[src/rtl/pipeline_hazard_ctrl_if.sv]
// Bundle of hazard-controller signals between the pipeline and the controller.
//   master : pipeline side; drives decode/execute/memory/writeback status and
//            receives stall/kill/redirect controls and perf counts.
//   slave  : hazard controller side.
interface pipeline_hazard_ctrl_if #(
  parameter int CNT_W = 32
);
  logic             id_valid;
  logic [4:0]       id_rs1;
  logic [4:0]       id_rs2;
  logic             id_uses_rs1;
  logic             id_uses_rs2;
  logic             ex_valid;
  logic [4:0]       ex_rd;
  logic             ex_is_load;
  logic             ex_write_to_rd;
  logic             mem_valid;
  logic             mem_is_branch;
  logic [63:0]      mem_branch_target;
  logic             mem_busy;
  logic             wb_valid;
  logic             wb_is_final;
  logic             stall_fd;
  logic             stall_ex;
  logic             bubble_ex;
  logic             kill_fd;
  logic             redirect_valid;
  logic [63:0]      redirect_pc;
  logic             halted;
  logic [CNT_W-1:0] stall_count;
  logic [CNT_W-1:0] flush_count;

  modport master (
    output id_valid, id_rs1, id_rs2, id_uses_rs1, id_uses_rs2,
           ex_valid, ex_rd, ex_is_load, ex_write_to_rd,
           mem_valid, mem_is_branch, mem_branch_target, mem_busy,
           wb_valid, wb_is_final,
    input  stall_fd, stall_ex, bubble_ex, kill_fd, redirect_valid, redirect_pc,
           halted, stall_count, flush_count
  );

  modport slave (
    input  id_valid, id_rs1, id_rs2, id_uses_rs1, id_uses_rs2,
           ex_valid, ex_rd, ex_is_load, ex_write_to_rd,
           mem_valid, mem_is_branch, mem_branch_target, mem_busy,
           wb_valid, wb_is_final,
    output stall_fd, stall_ex, bubble_ex, kill_fd, redirect_valid, redirect_pc,
           halted, stall_count, flush_count
  );
endinterface

[src/rtl/pipeline_hazard_ctrl.sv]
// Central stall/flush sequencer for the 5-stage pipeline.
//   clk, rst : clock, synchronous active-high reset
//   hz       : slave side of pipeline_hazard_ctrl_if
//              in : decode operands, execute rd/load info, memory branch/busy,
//                   writeback final-instruction flag
//              out: stall_fd, stall_ex, bubble_ex, kill_fd, redirect_valid/pc,
//                   halted, saturating stall_count / flush_count
// Control outputs are combinational from state + inputs; state, flush counter
// and perf counters are registered.
module pipeline_hazard_ctrl #(
  parameter int FLUSH_CYCLES = 2,
  parameter int CNT_W        = 32
) (
  input  logic                  clk,
  input  logic                  rst,
  pipeline_hazard_ctrl_if.slave hz
);
  localparam int FW = $clog2(FLUSH_CYCLES + 1);

  typedef enum logic [1:0] {RUN, FLUSH, HALT} state_t;

  state_t           state_q, state_d;
  logic [FW-1:0]    fctr_q, fctr_d;
  logic [CNT_W-1:0] stall_cnt_q, flush_cnt_q;

  logic        stall_fd, stall_ex, bubble_ex, kill_fd, redirect_valid, halted;
  logic [63:0] redirect_pc;
  logic        load_use, branch, src_hit;

  // Decode reads the register a load in execute is about to write; x0 never hazards.
  assign src_hit  = (hz.id_uses_rs1 && (hz.id_rs1 == hz.ex_rd)) ||
                    (hz.id_uses_rs2 && (hz.id_rs2 == hz.ex_rd));
  assign load_use = hz.ex_valid && hz.ex_is_load && hz.ex_write_to_rd &&
                    (hz.ex_rd != 5'd0) && hz.id_valid && src_hit;
  assign branch   = hz.mem_valid && hz.mem_is_branch;

  always_comb begin
    state_d        = state_q;
    fctr_d         = fctr_q;
    stall_fd       = 1'b0;
    stall_ex       = 1'b0;
    bubble_ex      = 1'b0;
    kill_fd        = 1'b0;
    redirect_valid = 1'b0;
    redirect_pc    = '0;
    halted         = 1'b0;
    if (!rst) begin
      if (state_q == HALT) begin
        stall_fd = 1'b1;
        stall_ex = 1'b1;
        halted   = 1'b1;
      end else begin
        if (hz.mem_busy) begin
          // Whole machine holds; flush progress and any pending branch wait.
          stall_fd = 1'b1;
          stall_ex = 1'b1;
        end else if (state_q == FLUSH) begin
          // Branches seen here are wrong-path and already being killed.
          kill_fd   = 1'b1;
          bubble_ex = 1'b1;
          fctr_d    = fctr_q - 1'b1;
          if (fctr_d == '0) state_d = RUN;
        end else if (branch) begin
          redirect_valid = 1'b1;
          redirect_pc    = hz.mem_branch_target;
          kill_fd        = 1'b1;
          bubble_ex      = 1'b1;
          if (FLUSH_CYCLES > 1) begin
            state_d = FLUSH;
            fctr_d  = FW'(FLUSH_CYCLES - 1);
          end
        end else if (load_use) begin
          // Load advances while decode holds one cycle; forwarding covers the rest.
          stall_fd  = 1'b1;
          bubble_ex = 1'b1;
        end
        if (hz.wb_valid && hz.wb_is_final) state_d = HALT;
      end
    end
  end

  always_ff @(posedge clk) begin
    if (rst) begin
      state_q     <= RUN;
      fctr_q      <= '0;
      stall_cnt_q <= '0;
      flush_cnt_q <= '0;
    end else begin
      state_q <= state_d;
      fctr_q  <= fctr_d;
      if (stall_fd && (state_q != HALT) && !(&stall_cnt_q))
        stall_cnt_q <= stall_cnt_q + 1'b1;
      if (redirect_valid && !(&flush_cnt_q))
        flush_cnt_q <= flush_cnt_q + 1'b1;
    end
  end

  assign hz.stall_fd       = stall_fd;
  assign hz.stall_ex       = stall_ex;
  assign hz.bubble_ex      = bubble_ex;
  assign hz.kill_fd        = kill_fd;
  assign hz.redirect_valid = redirect_valid;
  assign hz.redirect_pc    = redirect_pc;
  assign hz.halted         = halted;
  assign hz.stall_count    = stall_cnt_q;
  assign hz.flush_count    = flush_cnt_q;
endmodule

[src/flat_wrapper.sv]
// flat-port wrapper written by rule: the top's interface ports become plain ports
module pipeline_hazard_ctrl_flat 
#(
  parameter int FLUSH_CYCLES = 2,
  parameter int CNT_W        = 32
)
  (clk, rst, hz_id_valid, hz_id_rs1, hz_id_rs2, hz_id_uses_rs1, hz_id_uses_rs2, hz_ex_valid, hz_ex_rd, hz_ex_is_load, hz_ex_write_to_rd, hz_mem_valid, hz_mem_is_branch, hz_mem_branch_target, hz_mem_busy, hz_wb_valid, hz_wb_is_final, hz_stall_fd, hz_stall_ex, hz_bubble_ex, hz_kill_fd, hz_redirect_valid, hz_redirect_pc, hz_halted, hz_stall_count, hz_flush_count);
  pipeline_hazard_ctrl_if #(.CNT_W(CNT_W)) hz_i ();
  input  logic clk;
  input  logic rst;
  input wire logic [$bits(hz_i.id_valid)-1:0] hz_id_valid;
  input wire logic [$bits(hz_i.id_rs1)-1:0] hz_id_rs1;
  input wire logic [$bits(hz_i.id_rs2)-1:0] hz_id_rs2;
  input wire logic [$bits(hz_i.id_uses_rs1)-1:0] hz_id_uses_rs1;
  input wire logic [$bits(hz_i.id_uses_rs2)-1:0] hz_id_uses_rs2;
  input wire logic [$bits(hz_i.ex_valid)-1:0] hz_ex_valid;
  input wire logic [$bits(hz_i.ex_rd)-1:0] hz_ex_rd;
  input wire logic [$bits(hz_i.ex_is_load)-1:0] hz_ex_is_load;
  input wire logic [$bits(hz_i.ex_write_to_rd)-1:0] hz_ex_write_to_rd;
  input wire logic [$bits(hz_i.mem_valid)-1:0] hz_mem_valid;
  input wire logic [$bits(hz_i.mem_is_branch)-1:0] hz_mem_is_branch;
  input wire logic [$bits(hz_i.mem_branch_target)-1:0] hz_mem_branch_target;
  input wire logic [$bits(hz_i.mem_busy)-1:0] hz_mem_busy;
  input wire logic [$bits(hz_i.wb_valid)-1:0] hz_wb_valid;
  input wire logic [$bits(hz_i.wb_is_final)-1:0] hz_wb_is_final;
  output wire logic [$bits(hz_i.stall_fd)-1:0] hz_stall_fd;
  output wire logic [$bits(hz_i.stall_ex)-1:0] hz_stall_ex;
  output wire logic [$bits(hz_i.bubble_ex)-1:0] hz_bubble_ex;
  output wire logic [$bits(hz_i.kill_fd)-1:0] hz_kill_fd;
  output wire logic [$bits(hz_i.redirect_valid)-1:0] hz_redirect_valid;
  output wire logic [$bits(hz_i.redirect_pc)-1:0] hz_redirect_pc;
  output wire logic [$bits(hz_i.halted)-1:0] hz_halted;
  output wire logic [$bits(hz_i.stall_count)-1:0] hz_stall_count;
  output wire logic [$bits(hz_i.flush_count)-1:0] hz_flush_count;
  assign hz_i.id_valid = hz_id_valid;
  assign hz_i.id_rs1 = hz_id_rs1;
  assign hz_i.id_rs2 = hz_id_rs2;
  assign hz_i.id_uses_rs1 = hz_id_uses_rs1;
  assign hz_i.id_uses_rs2 = hz_id_uses_rs2;
  assign hz_i.ex_valid = hz_ex_valid;
  assign hz_i.ex_rd = hz_ex_rd;
  assign hz_i.ex_is_load = hz_ex_is_load;
  assign hz_i.ex_write_to_rd = hz_ex_write_to_rd;
  assign hz_i.mem_valid = hz_mem_valid;
  assign hz_i.mem_is_branch = hz_mem_is_branch;
  assign hz_i.mem_branch_target = hz_mem_branch_target;
  assign hz_i.mem_busy = hz_mem_busy;
  assign hz_i.wb_valid = hz_wb_valid;
  assign hz_i.wb_is_final = hz_wb_is_final;
  assign hz_stall_fd = hz_i.stall_fd;
  assign hz_stall_ex = hz_i.stall_ex;
  assign hz_bubble_ex = hz_i.bubble_ex;
  assign hz_kill_fd = hz_i.kill_fd;
  assign hz_redirect_valid = hz_i.redirect_valid;
  assign hz_redirect_pc = hz_i.redirect_pc;
  assign hz_halted = hz_i.halted;
  assign hz_stall_count = hz_i.stall_count;
  assign hz_flush_count = hz_i.flush_count;
  pipeline_hazard_ctrl #(.FLUSH_CYCLES(FLUSH_CYCLES), .CNT_W(CNT_W)) u_core (.clk(clk), .rst(rst), .hz(hz_i));
endmodule
[config.mk]
export PLATFORM = sky130hd
export DESIGN_NAME = pipeline_hazard_ctrl_flat
export DESIGN_NICKNAME = d
export VERILOG_FILES = /design/src/rtl/pipeline_hazard_ctrl_if.sv /design/src/rtl/pipeline_hazard_ctrl.sv /design/src/flat_wrapper.sv
export SDC_FILE = /design/constraint.sdc
export NUM_CORES = 1
export LEC_CHECK = 0
export CORE_MARGIN = 1.5
export CORE_UTILIZATION = 35
export CTS_CLUSTER_SIZE = 25
export DETAILED_ROUTE_END_ITERATION = 16
export HOLD_SLACK_MARGIN = 0.06
export PLACE_DENSITY = 0.74
export SLEW_MARGIN = 15
export SYNTH_ARGS = -nofsm -noshare
export SYNTH_HDL_FRONTEND = slang
export SYNTH_SLANG_ARGS = --single-unit
[constraint.sdc]
create_clock -name clk -period 2.4 [get_ports clk]
set_input_delay 0.72 -clock clk [delete_from_list [all_inputs] [get_ports clk]]
set_output_delay 0.72 -clock clk [all_outputs]
set_load 0.01 [all_outputs]
==> results of run 1 <==
## repair_timing
action                     CTS  global route
setup buffers               10             6
setup endpoints to repair  107            92
pin swaps                   71            25
gates cloned                 7             1
gates resized for setup    523            17
## worst reg2reg max path, stage by stage (launching register included)
cell     delay (ps)
dfxtp_1         460
nand4_4         180
or4_4           650
nor2_8          140
nand2_2         100
nor4_2          240
mux2_2          350
## worst max path at each step
stage                     depth (start not counted)  slack [ps]          from                  to
after global routing                              7        -160  hz_id_rs2[2]        hz_bubble_ex
final                                             7        -130  hz_id_rs1[1]        hz_bubble_ex
after detailed placement                          7       -1030   hz_ex_rd[2]        hz_bubble_ex
after floorplan                                   5         -10   hz_mem_busy  hz_redirect_pc[10]
after global placement                            7        -950   hz_ex_rd[3]        hz_bubble_ex
after CTS                                         7        -140  hz_id_rs2[2]        hz_bubble_ex
## synthesized netlist by cell type (7+ instances only)
master	number	share of area
nand2_1	29	0.027
nand4_1	22	0.034
nor2_1	43	0.040
o31ai_1	10	0.019
dfxtp_1	68	0.34
o21ai_0	21	0.026
nor3_1	10	0.012
or3_1	22	0.034
or4_1	7	0.013
clkbuf_1	13	0.012
and2_1	70	0.11
nand3_1	21	0.026
and3_1	11	0.017
xor2_1	10	0.022
xnor2_1	26	0.056
inv_1	11	0.010
a21oi_1	36	0.045
## cell type report
| cell class | count | area share |
|---|---|---|
| inverter | 12 | 0.00587 |
| timing repair buffer | 286 | 0.387 |
| multi-input combinational | 392 | 0.364 |
| clock buffer | 13 | 0.0365 |
| clock inverter | 3 | 0.00555 |
| sequential | 68 | 0.177 |
| tap | 143 | 0.0233 |
## metal layers
metal | part of all wire | vias to the layer above
met5 | 0 | -
met4 | 0.025 | 0
met3 | 0.050 | 21
met2 | 0.52 | 151
met1 | 0.41 | 2302
li1 | - | 2313
## sequential cells by signal (all words and copies together) (netlist names)
name	cells
u_core.fctr_q	2
u_core.state_q	2
u_core.hz.stall_count	32
u_core.hz.flush_count	32
## placed cells by master (no fill, tap or decap), drive strengths merged, types with 14 or more instances in the layout
cell type / netlist / routed
nand3: 21 / 21
xnor2: 26 / 26
and2: 70 / 70
buf: 8 / 145
clkdlybuf4s50: 0 / 130
dfxtp: 68 / 68
o21ai: 21 / 21
nor2: 44 / 44
nand4: 24 / 24
clkbuf: 15 / 14
nand2: 30 / 30
a21oi: 36 / 36
or3: 22 / 22
## where the power goes
part	internal, mW	switching, mW	leakage, nW
Clock	0.915	0.478	0.158
Sequential	1.14	0.00608	0.548
Combinational	0.287	0.170	2.32
## through the flow
step           hold slack, ps  power, mW  worst slack [ps]  area, sq um  TNS, ps
2_1_floorplan             445       1.27             -14.2         4040     -709
5_1_grt                   506       3.09              -159         7670    -7940
4_1_cts                   482       3.00              -140         7530    -6830
3_5_place_dp              469       1.53             -1030         6650   -84480
3_3_place_gp              460       1.53              -955         6650   -82410
6_report                  483       2.99              -128         7670    -4360
## cells by family after synthesis
logic type | count (synthesis)
compound gates | 87
flops | 68
simple gates | 262
xor+xnor | 36
mux | 4
buf+inv | 36
fa+ha+maj | 3
==> impl_metrics.ini, run 1 <==
[route]
initialDrtViolationCount = 172
drt_wl_total_um = 16100
first_pass_iters = 6
route.detailed.vias_per_inst = 5.22
ant_nets = 0
drcViolationCount = 0
wl_per_cell_um = 17.6
vias = 4787

[clock_network]
clk_latency_ps = 330
clock-root-buffer = clkbuf_16
cts_hold_buf = 0
cts_buffers = 9
cts_tree = yes
clock_sinks = 68
path_clk_slew_ps = 50
cts_max_level = 3
clk_path_buf_depth = 2

[timing]
relSlewSlack = 0.575
fin_crit_sh = 1.05
max_freq_ghz = 0.396
setup_slack_ps = -128
slew_viol_final = 0
hold_viol = 0
rsz0062_at_grt = yes
skew_ps = 7.43
fin_crit_ps = 2530
tightest_slew_ps = 635
setup_viol = 67

[cells_and_area]
nFillCells = 888
fin_nets = 864
fin_cells = 917
fin_util = 0.678
area_growth_pct = 89.9
multi_input_area_sq_mm = 0.00280
diodes = 0
drive_gt1_frac = 0.340
register_area_sq_mm = 0.00136

[die]
die_h_um = 110
row_count = 39
fp.dieArea_sq_mm = 0.0122
die_w_um = 110
start_util = 0.357
core-area_sq_mm = 0.0113
pin_count = 226

[setup_path]
crit_arrival_ps = 1810
end_kind = output pin
rr_worst_depth = 6
path_max_fanout = 2
start_kind = input pin
r2r-end = u_core.hz.stall_count[30]$_SDFFE_PP0P_
r2r_slack_ps = 160
worst-path-buf-inv = 2
critPathMaxStageDelay_ps = 220
crit_top_cell = buf_2
crit_type = input pin to output pin
required_ps = 1680
reg2reg_from = u_core.hz.stall_count[6]$_SDFFE_PP0P_
path_delay_family = simple AND/OR/NAND/NOR gates
slowest_stage = o22ai_4
cp_cell_sequence = buf_2, xnor2_2, nand4_1, o22ai_4, a21oi_2, nor4_1, buf_2

[synthesis]
ys.flop_type = dfxtp_1
synth_edf_count = 0
ys.warnings.count = 0
synth_area_sq_mm = 0.00404
synth_xor_area_frac = 0.0780
synth_top_family_by_area = simple AND/OR/NAND/NOR gates
synth-simple-area-share = 0.383
syn_avg_cell_area_sq_um = 8.15
synth_mux_area_frac = 0.0105
postSynth.asyncResetShare = 0
ys_seq_area_frac = 0.337
synth-compound-area-share = 0.135
synth_cell_type_count = 57
ys_ff_latch = 68
netlist_instances = 496
syn-num-nets = 591
synth_fa_ha_area_frac = 0.00929

[grt]
grt.met2_usage = 0.459
grt_overflow = 0
gr-usage-met3 = 0.0516
grt_pass1_vias = 4613
grt_usage = 0.258
met1_usage = 0.307
busiest_layer = met2
antenna_found_initial = 0
grt_max_degree = 65
grt_pass1_wl_um = 25300

[outcome]
violations = negative setup slack
outcome = complete, but fails checks

[place]
placed_cells = 879
place_congestion = 0.909
io_buffers = 225
hpwl_um = 11500

[worst_hold_path]
whs_path_depth = 1
hold_class = flop to flop
min_from = u_core.fctr_q[0]$_SDFFE_PP0P_
holdPathEnd = u_core.fctr_q[0]$_SDFFE_PP0P_

[run]
max_cap_violations = 0

[power_and_ir_drop]
leakagePower_nw = 3.02
worst_ir_drop_vdd_mv = 0.461
power.density_mw_per_mm2 = 390
Power figures use the tool's default switching activity.
==> inputs of run 2 (changes only) <==
- CAP_MARGIN: unset -> 20
- CORE_MARGIN: 1.5 -> unset
- PLACE_DENSITY: 0.74 -> unset
- PLACE_DENSITY_LB_ADDON: unset -> 0.3
==> impl_metrics.ini, run 2 (synthesis gave the netlist of run 1 again) <==
[timing]
slew_viol_final = 0
final.setup.tns_ps = -7340
hold_ws_ps = 488
skew_ps = 9.13
rsz0062_at_grt = yes
fin_crit_ps = 2570
relSlewSlack = 0.547
setup_slack_ps = -168
tightest_slew_ps = 679
hold_viol = 0
fin_crit_sh = 1.07
setup_viol = 71
max_freq_ghz = 0.389

[cells_and_area]
nFillCells = 828
fin_cells = 925
diodes = 0
area_growth_pct = 95.6
final_cell_mix = 130 x clkdlybuf4s50_1, 74 x buf_6, 68 x dfxtp_1, 55 x and2_4, 43 x buf_4
mostFrequentLayoutCell = clkdlybuf4s50_1
drive_gt1_frac = 0.366
fin_nets = 875

[grt]
grt_overflow = 0
grt_pass1_vias = 4598
grt_pass1_wl_um = 23600
grt_max_degree = 61
grt_usage = 0.256
antenna_found_initial = 0

[route]
drcViolationCount = 0
wl_per_cell_um = 18.7
first_pass_iters = 5
initialDrtViolationCount = 280
route.detailed.vias_per_inst = 5.26
ant_nets = 0
vias = 4869
drt_wl_total_um = 17300

[place]
hpwl_um = 11500
placed_cells = 875
place_congestion = 0.803
io_buffers = 225
post-place-ws_ps = -987

[clock_network]
cts_max_level = 3
clock-root-buffer = clkbuf_16
cts_buffers = 9
clk_latency_ps = 330
clk_path_buf_depth = 2
path_clk_slew_ps = 60
cts_hold_buf = 0
clock_sinks = 68
cts_tree = yes

[die]
fp.dieArea_sq_mm = 0.0120
die_h_um = 109
die_w_um = 109
pin_count = 226
row_count = 38
core-area_sq_mm = 0.0110
start_util = 0.366

[setup_path]
crit_arrival_ps = 1850
required_ps = 1680
rr_worst_depth = 6
crit_type = input pin to output pin
path_max_fanout = 3
start_kind = input pin
end_kind = output pin

[worst_hold_path]
hold_class = flop to flop
whs_path_depth = 1

[power_and_ir_drop]
power.density_mw_per_mm2 = 411
worst_ir_drop_vdd_mv = 0.422
leakagePower_nw = 3.14

[outcome]
outcome = complete, but fails checks
violations = negative setup slack

[run]
max_cap_violations = 0
-- run 2: final cells by class --
class                           instances  area (sq um)  area share
Timing Repair Buffer                  297          3020       0.382
Clock buffer                            9           225      0.0285
Clock inverter                          7           139      0.0176
Multi-Input combinational cell        392          2940       0.372
Tap cell                              140           175      0.0222
Sequential cell                        68          1360       0.172
Inverter                               12          45.0     0.00570
-- run 2: worst paths after layout --
| check | startpoint | endpoint | slack (ps) |
|---|---|---|---|
| max | hz_ex_rd[4] | hz_bubble_ex | -170 |
| min | u_core.fctr_q[0]$_SDFFE_PP0P_ | u_core.fctr_q[0]$_SDFFE_PP0P_ | 490 |
| max reg2reg | u_core.hz.stall_count[4]$_SDFFE_PP0P_ | u_core.hz.stall_count[30]$_SDFFE_PP0P_ | 90 |
| min reg2reg | u_core.fctr_q[0]$_SDFFE_PP0P_ | u_core.fctr_q[0]$_SDFFE_PP0P_ | 490 |
-- run 2: power by group --
part	internal, mW	switching (mW)	total [mW]
registers	1.13	0.00487	1.14
clock network	1.12	0.507	1.62
logic	0.300	0.182	0.482
total	2.55	0.694	3.25
-- run 2: worst max-delay path, cell delays in order --
cell and delay, ps:
buf_8 100, xnor2_2 160, nand4_1 190, o22ai_2 260, a21oi_2 80, nor4_1 150
buf_2 180
-- run 2: timing repair --
item | in CTS | in global routing
gates resized for setup | 455 | 119
pin swaps | 49 | 65
buffers inserted | 15 | 16
setup endpoints to repair | 130 | 111
cloned | 6 | 7
-- run 2: routing by layer --
layer  part of all wire  global-route usage
met1               0.38               0.292
met2               0.51               0.455
met3              0.072              0.0599
met4              0.033               0.111
met5                  0                   0
-- run 2: per-stage QoR --
step / cell area [sq um] / util / total power [mW]
after floorplan: 4040 / - / 1.27
after global routing: 7900 / 0.717 / 3.33
after CTS: 7320 / 0.664 / 3.19
after detailed placement: 6650 / 0.603 / 1.54
after global placement: 6650 / 0.603 / 1.53
final: 7900 / 0.717 / 3.25
==> inputs of run 3 (changes only) <==
- CAP_MARGIN: 20 -> unset
==> results of run 3 <==
Same layout as run 2: the final DEF is identical, and so are final timing and power.
==> edit 1 (settings of run 2) <==
The 3 states of `state_t` get a one-hot encoding in 3 bits.
--- a/src/rtl/pipeline_hazard_ctrl.sv
+++ b/src/rtl/pipeline_hazard_ctrl.sv
@@ -19,3 +19,3 @@
 
-  typedef enum logic [1:0] {RUN, FLUSH, HALT} state_t;
+  typedef enum logic [2:0] {RUN = 3'b001, FLUSH = 3'b010, HALT = 3'b100} state_t;
 
Formal check against the unedited RTL: no difference found for any inputs over 4 cycles, from zero or initial values and one cycle with rst high; so few cycles prove little.
==> edit 1 against run 2 <==
The flow still finishes with violations (setup timing); final area increased by 5.0%; global-route usage rose by 4.0 points; setup slack worse by 0.15 ns; wire length grew 8.6%; first-iteration DRC count is 19% lower; power decreased by 3.8%; die area is 1.3% higher; sequential cell count grew 1; non-clock buffer count is 13 higher; synthesized area grew 1.3%; highest routed layer unchanged.
==> edit 1: results (changes against run 2) <==
Slowest cell on crit path -> or4_4 (was o22ai_2)
Pin count of the biggest net entering global routing -> 38 (was 61)
Final setup fails -> 72 (was 71)
Share of cells above drive strength 1 -> 38.0% (was 36.6%)
R2r endpoint -> u_core.hz.stall_count[28]$_SDFFE_PP0P_ (was u_core.hz.stall_count[30]$_SDFFE_PP0P_)
Pre-CTS WS -> -1.17 ns (was -0.987 ns)
Syn Nets -> 614 (was 591)
Maximum VDD drop -> 0.323 mV (was 0.422 mV)
Register area share after synthesis -> 33.7% (about the same)
Layout Skew -> 0.00636 ns (was 0.00913 ns)
Setup bufs post-CTS -> 36 (was 15)
Vias in the first global route -> 5,201 (was 4,598)
DRT met1 WL -> 6.76 mm (was 6.57 mm)
Setup TNS -> -16.40 ns (was -7.34 ns)
Detailed Route Iter0 Violations -> 226 (was 280)
Failing checks -> setup timing (unchanged)
Netlist cell types -> 53 (was 57)
Vias -> 5,317 (was 4,869)
Max_slew headroom -> 48.4% (was 54.7%)
Global-route wire length before repair -> 27.3 mm (was 23.6 mm)
Routability-driven placement congestion ratio -> 0.928 (was 0.803)
Compound-cell area share of the yosys netlist -> 13.5% (about the same)
CP top delay family -> simple AND/OR/NAND/NOR gates (was compound AO/OA/AOI/OAI gates)
Setup WS post-layout -> -0.317 ns (was -0.168 ns)
Nets -> 906 (was 875)
Worst r2r src -> u_core.hz.stall_count[14]$_SDFFE_PP0P_ (was u_core.hz.stall_count[4]$_SDFFE_PP0P_)
Hpwl dp -> 11.6 mm (was 11.5 mm)
Switching Share -> 22.2% (was 21.4%)
Top cells by count, synth -> 69 x dfxtp_1, 65 x and2_1, 48 x nor2_1 (was 70 x and2_1, 68 x dfxtp_1, 43 x nor2_1)
Met3 wire length -> 1.54 mm (was 1.24 mm)
Static Leakage -> 0.00327 uW (was 0.00314 uW)
Overall routing resource usage -> 29.6% (was 25.6%)
Outcome -> finished with violations (unchanged)
Largest cells by area after synthesis -> dfxtp_1 34%, and2_1 9.9%, xnor2_1 6.0% (was dfxtp_1 34%, and2_1 11%, xnor2_1 5.6%)
Critical path startpoint -> hz_ex_rd[2] (was hz_ex_rd[4])
Critical Path AT -> 2.00 ns (was 1.85 ns)
Max stage delay on crit path -> 0.53 ns (was 0.26 ns)
Synthesized instance count -> 519 (was 496)
Multiplexer area fraction after synthesis -> 1.53% (was 1.05%)
-- edit 1: final cells by class --
class                      instances  area, um2  area share (%)
timing repair buffer             310       3230            39.0
multi-input combinational        411       3130            37.8
sequential                        69       1380            16.7
clock buffer                      12        256            3.09
tap                              143        179            2.16
clock inverter                     4       70.1           0.844
inverter                          10       42.5           0.513
-- edit 1: power groups by stage --
stage / combinational [uW] / sequential, uW / clock [uW]
detailed placement: 369 / 1180 / 0
global route: 539 / 1160 / 1520
finish: 508 / 1160 / 1450
global placement: 366 / 1180 / 0
floorplan: 108 / 1180 / 0
CTS: 499 / 1160 / 1470
-- edit 1: worst min-delay path by stage --
stage | startpoint | endpoint | slack (ns) | cells after the start
CTS | u_core.fctr_q[0]$_SDFFE_PP0P_ | u_core.fctr_q[0]$_SDFFE_PP0P_ | 0.48 | 1
floorplan | u_core.fctr_q[0]$_SDFFE_PP0P_ | u_core.fctr_q[0]$_SDFFE_PP0P_ | 0.44 | 1
detailed placement | u_core.fctr_q[0]$_SDFFE_PP0P_ | u_core.fctr_q[0]$_SDFFE_PP0P_ | 0.47 | 1
global route | u_core.fctr_q[0]$_SDFFE_PP0P_ | u_core.fctr_q[0]$_SDFFE_PP0P_ | 0.50 | 1
finish | u_core.fctr_q[0]$_SDFFE_PP0P_ | u_core.fctr_q[0]$_SDFFE_PP0P_ | 0.48 | 1
global placement | u_core.fctr_q[0]$_SDFFE_PP0P_ | u_core.fctr_q[0]$_SDFFE_PP0P_ | 0.47 | 1
-- edit 1: routing by layer --
| layer | track usage [%] | vias up |
|---|---|---|
| met1 | 32.1 | 2532 |
| li1 | - | 2451 |
| met2 | 52.8 | 274 |
| met4 | 14.1 | 0 |
| met5 | 0 | - |
| met3 | 8.64 | 60 |
==> edit 2 (flow settings as in run 2) <==
Without the edit above. `CNT_W` is set to 32 in 3 places; all go to 48.
--- a/src/rtl/pipeline_hazard_ctrl_if.sv
+++ b/src/rtl/pipeline_hazard_ctrl_if.sv
@@ -5,3 +5,3 @@
 interface pipeline_hazard_ctrl_if #(
-  parameter int CNT_W = 32
+  parameter int CNT_W = 48
 );
--- a/src/rtl/pipeline_hazard_ctrl.sv
+++ b/src/rtl/pipeline_hazard_ctrl.sv
@@ -11,3 +11,3 @@
   parameter int FLUSH_CYCLES = 2,
-  parameter int CNT_W        = 32
+  parameter int CNT_W        = 48
 ) (
--- a/src/flat_wrapper.sv
+++ b/src/flat_wrapper.sv
@@ -4,3 +4,3 @@
   parameter int FLUSH_CYCLES = 2,
-  parameter int CNT_W        = 32
+  parameter int CNT_W        = 48
 )
Ports: changed (resized hz_flush_count and hz_stall_count); port bits go from 226 to 258. The function was not compared with the original's and may differ.
==> edit 2 against run 2 <==
The flow still finishes with violations (setup timing); power increased by 15%; synthesized area increased by 33%; setup slack got worse by 0.065 ns; final cell count increased by 28%; final area increased by 21%; sequential cell count increased by 32; wire length increased by 20%; critical path depth increased by 1; count of clock-buffer cells in the layout unchanged; critical endpoint is now hz_stall_fd; largest power group is now registers.
==> edit 2: results (changes against run 2) <==
Worst-case clock buffer depth -> 2 (unchanged)
Pre-CTS WS -> -1.18 ns (was -0.987 ns)
Setup WS post-layout -> -0.233 ns (was -0.168 ns)
Failing checks -> setup timing (unchanged)
Overall routing resource usage -> 25.1% (was 25.6%)
Critical Path AT -> 1.91 ns (was 1.85 ns)
DR WL/cell -> 17.5 um (was 18.7 um)
Compound-cell area share of the yosys netlist -> 2.91% (was 13.5%)
Pin count of the biggest net entering global routing -> 69 (was 61)
Max stage delay on crit path -> 0.19 ns (was 0.26 ns)
Post-Synth XOR/XNOR Area -> 16.1% (was 7.80%)
Register area share after synthesis -> 37.2% (was 33.7%)
Fill cells -> 1,232 (was 828)
Top cells by count, synth -> 112 x nor2_1, 100 x dfxtp_1, 78 x xor2_1 (was 70 x and2_1, 68 x dfxtp_1, 43 x nor2_1)
Clock transition at path regs -> 0.07 ns
MaxCap Viol Count -> 0 (unchanged)
CP top delay family -> compound AO/OA/AOI/OAI gates (unchanged)
Hpwl dp -> 14.7 mm (was 11.5 mm)
Maximum VDD drop -> 0.331 mV (was 0.422 mV)
Vias -> 5,917 (was 4,869)
Root buffer cell -> clkbuf_16 (unchanged)
Syn Nets -> 760 (was 591)
Share of cells above drive strength 1 -> 29.0% (was 36.6%)
Port bufs -> 257 (was 225)
Post-synthesis async set-or-reset flop share -> 0% (unchanged)
First-pass detailed-route iteration total -> 4 (was 5)
Outcome -> finished with violations (unchanged)
Routability-driven placement congestion ratio -> 0.820 (was 0.803)
Detailed Route Iter0 Violations -> 292 (was 280)
Slowest cell on crit path -> and2_4 (was o22ai_2)
Initial antenna violation count -> 1 (was 0)
Netlist cell types -> 44 (was 57)
CTS Buf Count -> 9 (unchanged)
Adder-Cell Fraction of Synth Area -> 0.698% (was 0.929%)
Net Switching -> 860 uW (was 694 uW)
Vias in the first global route -> 5,563 (was 4,598)
Max_slew headroom -> 51.5% (was 54.7%)
Multiplexer area fraction after synthesis -> 0.745% (was 1.05%)
Synth Warn # -> 0 (unchanged)
Nets -> 1,087 (was 875)
Htree depth -> 3 (unchanged)
Layout Skew -> 0.00928 ns (was 0.00913 ns)
Final setup fails -> 67 (was 71)
Worst-Skew Late Latency -> 0.35 ns (was 0.33 ns)
Global-route wire length before repair -> 31.0 mm (was 23.6 mm)
Static Leakage -> 0.00390 uW (was 0.00314 uW)
Final slew viol count -> 0 (unchanged)
Hold WC Path Type -> reg2reg (unchanged)
Largest fanout on the critical path -> 4 (was 3)
Largest cells by area after synthesis -> dfxtp_1 37%, xor2_1 13%, and2_1 8.7% (was dfxtp_1 34%, and2_1 11%, xnor2_1 5.6%)
Part of the power in registers -> 44.8% (was 35.1%)
## edit 2: changes by cell type after synthesis, moves of 18 or more
cell            run 2  this run
a21oi_1            36        10
xor2_1             10        78
nand3_1            21        41
dfxtp_1            68       100
nand2_1            29        47
or3_1              22         3
nand4_1            22        49
nor2_1             43       112
## edit 2: layout make-up
cell class / instances / area, um2 / share of cell area, %
diodes: 1 / 2.50 / 0.0261
clock buffers: 9 / 225 / 2.35
clock inverters: 7 / 98.8 / 1.03
inverters: 7 / 26.3 / 0.274
multi-input cells: 527 / 3520 / 36.8
flip-flops and latches: 100 / 2000 / 20.9
well taps: 184 / 230 / 2.40
repair buffers: 347 / 3470 / 36.2
## edit 2: logic make-up after synthesis
group / Yosys count
and+or+nand+nor: 395
DFF: 100
xor gates and xnor gates: 99
buffers and inverters: 38
AOI/OAI and AO/OA: 26
muxes: 4
adders and majority gates: 3
## edit 2: final timing paths
kind | endpoint | cells past startpoint | slack, ns | startpoint
worst min-delay path | u_core.fctr_q[0]$_SDFFE_PP0P_ | 1 | 0.49 | u_core.fctr_q[0]$_SDFFE_PP0P_
worst min register to register | u_core.fctr_q[0]$_SDFFE_PP0P_ | 1 | 0.49 | u_core.fctr_q[0]$_SDFFE_PP0P_
worst max-delay path | hz_stall_fd | 8 | -0.23 | hz_ex_rd[0]
worst max register to register | u_core.hz.stall_count[45]$_SDFFE_PP0P_ | 7 | 0.13 | u_core.hz.stall_count[13]$_SDFFE_PP0P_
## edit 2: power by group through the flow
stage	clock, uW	sequential, uW	combinational, uW
floorplan	0	1710	134
global placement	0	1710	396
detailed placement	0	1710	397
CTS	1640	1670	440
global route	1710	1670	485
finish	1590	1670	463
## edit 2: what timing repair did
item,in CTS,in global routing
gates cloned,7,1
pin swaps,31,31
setup buffers,17,8
setup endpoints to repair,151,99
resized for setup,473,51
## edit 2: routing by layer
metal	routed length [um]	GRT usage, %	vias to the layer above
li1	-	-	2914
met1	7880	27.7	2747
met2	10500	44.7	212
met3	1540	6.75	44
met4	826	11.8	0
met5	0	0	-
## edit 2: per-stage QoR
stage          setup TNS, ns  area [um2]  power (uW)  std cells
2_1_floorplan              0        5530        1840        665
3_3_place_gp         -112.74        8650        2100       1138
3_5_place_dp         -115.56        8650        2100       1138
4_1_cts                -7.13        9380        3740       1178
5_1_grt               -10.32        9580        3860       1182
6_report               -7.50        9580        3720       1182
